File: src/rtl/truth_table_scanner.sv
// Sweeps every input vector of an attached combinational CUT and streams the
// indices where the selected output matches the requested polarity.
module truth_table_scanner #(
  parameter int N_IN   = 14,
  parameter int OUT_W  = 1,
  parameter int SETTLE = 2,
  parameter int DEPTH  = 8,
  localparam int SEL_W = (OUT_W > 1) ? $clog2(OUT_W) : 1
) (
  input  logic             clk,
  input  logic             rst_n,
  input  logic             start,
  input  logic             mode,
  input  logic [SEL_W-1:0] out_sel,
  output logic [N_IN-1:0]  dut_in,
  input  logic [OUT_W-1:0] dut_out,
  output logic             m_valid,
  input  logic             m_ready,
  output logic [N_IN-1:0]  m_index,
  output logic             busy,
  output logic             done,
  output logic [N_IN:0]    count
);

  typedef enum logic [2:0] {IDLE, APPLY, SAMPLE, DRAIN, DONE} state_t;

  localparam int AW    = (DEPTH > 1) ? $clog2(DEPTH) : 1;
  localparam int SW    = (SETTLE > 1) ? $clog2(SETTLE) : 1;
  localparam int PAD_W = 1 << SEL_W;
  localparam logic [SW-1:0] SETTLE_LAST = SW'(SETTLE - 2);
  localparam logic [AW:0]   OCC_FULL    = (AW + 1)'(DEPTH);
  localparam logic [AW:0]   OCC_ONE     = (AW + 1)'(1);

  state_t            state_q, state_d;
  logic [N_IN-1:0]   vec_q, vec_d;
  logic [SW-1:0]     settle_q, settle_d;
  logic              mode_q, mode_d;
  logic [SEL_W-1:0]  sel_q, sel_d;
  logic [N_IN:0]     count_q, count_d;
  logic [AW-1:0]     wr_ptr_q, rd_ptr_q;
  logic [AW:0]       occ_q;
  logic [N_IN-1:0]   mem_q [DEPTH];

  logic [PAD_W-1:0]  out_pad;
  logic              match;
  logic              full, empty, push, pop, advance;

  // Zero-padding lets out_sel index safely even when OUT_W is not a power of two.
  assign out_pad = PAD_W'(dut_out);
  assign match   = out_pad[sel_q] ^ mode_q;

  assign full  = (occ_q == OCC_FULL);
  assign empty = (occ_q == '0);
  assign pop   = m_valid && m_ready;

  always_comb begin
    state_d  = state_q;
    vec_d    = vec_q;
    settle_d = settle_q;
    mode_d   = mode_q;
    sel_d    = sel_q;
    count_d  = count_q;
    push     = 1'b0;
    advance  = 1'b0;
    case (state_q)
      IDLE: begin
        if (start) begin
          mode_d   = mode;
          sel_d    = out_sel;
          count_d  = '0;
          vec_d    = '0;
          settle_d = '0;
          state_d  = (SETTLE == 1) ? SAMPLE : APPLY;
        end
      end
      APPLY: begin
        if (settle_q == SETTLE_LAST) state_d = SAMPLE;
        else                          settle_d = settle_q + 1'b1;
      end
      SAMPLE: begin
        // A pop in this cycle frees the slot, so a full FIFO can still accept.
        if (match) begin
          if (!full || pop) begin
            push    = 1'b1;
            count_d = count_q + 1'b1;
            advance = 1'b1;
          end
        end else begin
          advance = 1'b1;
        end
        if (advance) begin
          if (vec_q == '1) begin
            state_d = DRAIN;
          end else begin
            vec_d    = vec_q + 1'b1;
            settle_d = '0;
            state_d  = (SETTLE == 1) ? SAMPLE : APPLY;
          end
        end
      end
      DRAIN: begin
        if (empty || (occ_q == OCC_ONE && pop)) state_d = DONE;
      end
      DONE:    state_d = IDLE;
      default: state_d = IDLE;
    endcase
  end

  always_ff @(posedge clk or negedge rst_n) begin
    if (!rst_n) begin
      state_q  <= IDLE;
      vec_q    <= '0;
      settle_q <= '0;
      mode_q   <= 1'b0;
      sel_q    <= '0;
      count_q  <= '0;
    end else begin
      state_q  <= state_d;
      vec_q    <= vec_d;
      settle_q <= settle_d;
      mode_q   <= mode_d;
      sel_q    <= sel_d;
      count_q  <= count_d;
    end
  end

  always_ff @(posedge clk or negedge rst_n) begin
    if (!rst_n) begin
      wr_ptr_q <= '0;
      rd_ptr_q <= '0;
      occ_q    <= '0;
    end else begin
      if (push) wr_ptr_q <= wr_ptr_q + 1'b1;
      if (pop)  rd_ptr_q <= rd_ptr_q + 1'b1;
      case ({push, pop})
        2'b10:   occ_q <= occ_q + 1'b1;
        2'b01:   occ_q <= occ_q - 1'b1;
        default: occ_q <= occ_q;
      endcase
    end
  end

  always_ff @(posedge clk) begin
    if (push) mem_q[wr_ptr_q] <= vec_q;
  end

  assign dut_in  = vec_q;
  assign m_valid = !empty;
  assign m_index = m_valid ? mem_q[rd_ptr_q] : '0;
  assign busy    = (state_q == APPLY) || (state_q == SAMPLE) || (state_q == DRAIN);
  assign done    = (state_q == DONE);
  assign count   = count_q;

endmodule

File: config.mk
export PLATFORM = sky130hd
export DESIGN_NAME = truth_table_scanner
export DESIGN_NICKNAME = d
export VERILOG_FILES = /design/src/rtl/truth_table_scanner.sv
export SDC_FILE = /design/constraint.sdc
export NUM_CORES = 1
export LEC_CHECK = 0
export ABC_AREA = 1
export CORE_MARGIN = 2
export CORE_UTILIZATION = 25
export DETAILED_ROUTE_END_ITERATION = 12
export GPL_ROUTABILITY_DRIVEN = 1
export SLEW_MARGIN = 15
export SYNTH_ARGS = -nofsm -noshare
export SYNTH_HDL_FRONTEND = slang
export SYNTH_SLANG_ARGS = --single-unit
File: constraint.sdc
create_clock -name clk -period 5.64 [get_ports clk]
set_input_delay 0.564 -clock clk [delete_from_list [all_inputs] [get_ports clk]]
set_output_delay 0.564 -clock clk [all_outputs]
set_load 0.02 [all_outputs]
==> impl_metrics.tcl <==
set metrics [dict create \
    layout.nets 801 \
    grt_max_degree 59 \
    p_per_area_nw_per_um2 469 \
    peakVddDrop_mv 0.174 \
    wirelength_um 17300 \
    period_needed_ns 3.69 \
    cp_cell_sequence "buf_4, inv_2, o21ai_0, o22ai_1, nor2_1, nor2_1, clkdlybuf4s50_1" \
    fin_worst_skew_ns 0.0124 \
    grt_pass1_wl_um 28200 \
    cts_setup_buffers 0 \
    synth_area_um2 7210 \
    cp_slowest_stage_delay_ns 0.72 \
    clk_pin_slew_ns 0.06 \
    insertion_delay_ns 0.43 \
    slowest_stage "inv_2" \
    clock_path_buffers 2 \
    die_h_um 174 \
    min_period_over_period_pct 65.4 \
    worst_pin_slew_ns 1.12 \
    grt-ovfl-total 0 \
    areaGrowthSynthToFinish_pct 20.7 \
    viasPerCell 4.48 \
    cts_buffers 17 \
    worstSetupStartpoint "rd_ptr_q[0]" \
    r2r_start "occ_q[0]" \
    synth.largest_area_cell "edfxtp_1" \
    setup_viol 0 \
    antenna_found_initial 0 \
    placementRows 62 \
    dpl_worst_slack_ns 2.37 \
    antenna_cells 0 \
    drcViolationCount 0 \
    core_um2 28500 \
    rsz0062_at_grt "no" \
    place_hpwl_um 11100 \
    drt-wirelength-per-cell_um 14.6 \
    ys_ff_latch 156 \
    yosys_warnings 0 \
    status "completed" \
    crit_buf_inv 3 \
    synth_cells 734 \
    synth_area_leaders "edfxtp_1, dfrtp_1, nand2_1, nor2_1, o21ai_0" \
    grt_usage_pct 11.9 \
    slew-limit-headroom_pct 25.0 \
    initial_core_util_pct 25.3 \
    hold_viol 0 \
    fin_ws_ns 1.95 \
    finalSetupTns_ns 0 \
    cellLeakagePower_nw 3.30 \
    start_kind "register" \
    numPortBuffers 52 \
    max_clock_freq_mhz 271 \
    critical_path_class "register to primary output" \
    synth-main-ff-cell "edfxtp_1" \
    synth_commonest_cells "nand2_1, nor2_1, edfxtp_1" \
    htreeDepth 4 \
    multi_input_area_um2 2410 \
    arrival_ns 3.12 \
    ys_seq_area_share_pct 61.9 \
    pin_count 53 \
    first_iter_violations 433 \
    drive_gt1_share_pct 8.65 \
    numClockSinks 156 \
    synthArstFlopShare_pct 28.2 \
    gp_congestion 0.761 \
    cts_tree "yes" \
    syn_area_per_cell_um2 9.83 \
    cts_resized 0 \
    seqCellArea_um2 4460 \
    synth_nets 750 \
    synth-edff-count 112 \
    final_antenna_net_count 0 \
    die_x_um 174 \
    crit_family "buffers and inverters" \
    vias 5301 \
    slew_violations 0 \
    hold_class "input port to async pin" \
    netlist.area_leader.share_pct 46.6 \
    cp_max_fo 58 \
    hold_buffers 0 \
    synthDistinctLibCells 36 \
    cap_viol_max_count 0 \
    critPathCaptureType "primary output" \
    die_area_um2 30200 \
    first_pass_iters 5 \
    cp.required_ns 5.08 \
    grt_pass1_vias 5127 \
    synth_most_common_cell "nand2_1" \
    crit_path_frequent_cell "nor2_1" \
    fillers 2981 \
    root_buffer "clkbuf_16" \
]
## routing by layer
| layer | wire, um | vias to the layer above | track usage [%] |
|---|---|---|---|
| li1 | - | 2578 | - |
| met1 | 8380 | 2558 | 16.9 |
| met2 | 7710 | 145 | 17.9 |
| met3 | 980 | 20 | 2.81 |
| met4 | 246 | 0 | 3.68 |
| met5 | 0 | - | 0 |
## registers in the layout, indices dropped and copies added (netlist names)
signal and flops:
state_q 3, mem_q 112, mode_q 1, dut_in 14
count 15, wr_ptr_q 3, sel_q 1, occ_q 4
rd_ptr_q 3
## cell usage in the layout, fill, tap and decap left out, drive strengths merged
| master | count |
|---|---|
| bufinv | 2 |
| nand2 | 163 |
| nor3b | 2 |
| o21ai | 74 |
| o22ai | 15 |
| nand3 | 36 |
| nor2 | 155 |
| clkinv | 6 |
| inv | 54 |
| clkbuf | 18 |
| or2 | 3 |
| xor2 | 8 |
| o211ai | 14 |
| a21oi | 5 |
| clkdlybuf4s50 | 51 |
| clkinvlp | 1 |
| nand3b | 2 |
| o21bai | 1 |
| nand4 | 5 |
| ha | 9 |
| buf | 9 |
| xnor2 | 5 |
| dfrtp | 44 |
| edfxtp | 112 |
| nor3 | 4 |
## worst reg2reg max path, stage by stage (launching register included)
cell and delay (ns):
dfrtp_1 0.46, inv_1 0.09, ha_1 0.25, nand2_1 0.63
nand2_1 0.25, inv_1 0.25, ha_1 0.31, inv_1 0.06
o21ai_0 0.22, xor2_1 0.17, inv_1 0.05
## report_power, final
| group | switching [mW] | total (mW) | internal (mW) |
|---|---|---|---|
| Clock | 0.494 | 1.16 | 0.663 |
| Sequential | 0.139 | 1.47 | 1.33 |
| Combinational | 0.930 | 1.46 | 0.530 |
## final cells by class
| class | instances | area share, % |
|---|---|---|
| clock buffers | 18 | 4.93 |
| clock inverters | 14 | 1.83 |
| inverters | 49 | 2.13 |
| multi-input cells | 501 | 27.7 |
| flip-flops and latches | 156 | 51.3 |
| well taps | 384 | 5.52 |
| repair buffers | 60 | 6.64 |
## stage by stage
step                cell area, um2  hold slack (ns)  std cells  util [%]  total power [mW]
floorplan                     7210            0.268        734         -              2.46
global placement              8120            0.502       1150      28.4              2.95
detailed placement            8120            0.505       1150      28.4              2.96
CTS                           8700            0.368       1182      30.5              4.12
global route                  8710            0.189       1182      30.5              4.33
finish                        8710            0.149       1182      30.5              4.08
## kinds of logic after synthesis
logic type | count (synthesis) | synth area share, %
compound gates | 109 | 8.45
fa+ha+maj | 9 | 1.56
xor+xnor | 13 | 1.58
flops | 156 | 61.9
simple gates | 370 | 21.8
buf+inv | 77 | 4.72
## final timing paths
path,to,slack (ns),depth (start not counted)
min,count[1],0.15,1
max in group asynchronous,rd_ptr_q[1],5.07,1
min reg2reg,occ_q[1],0.52,2
max reg2reg,occ_q[2],2.81,10
max,m_index[13],1.95,7
min in group clk,occ_q[1],0.52,2
(Power assumes the default switching activity.)
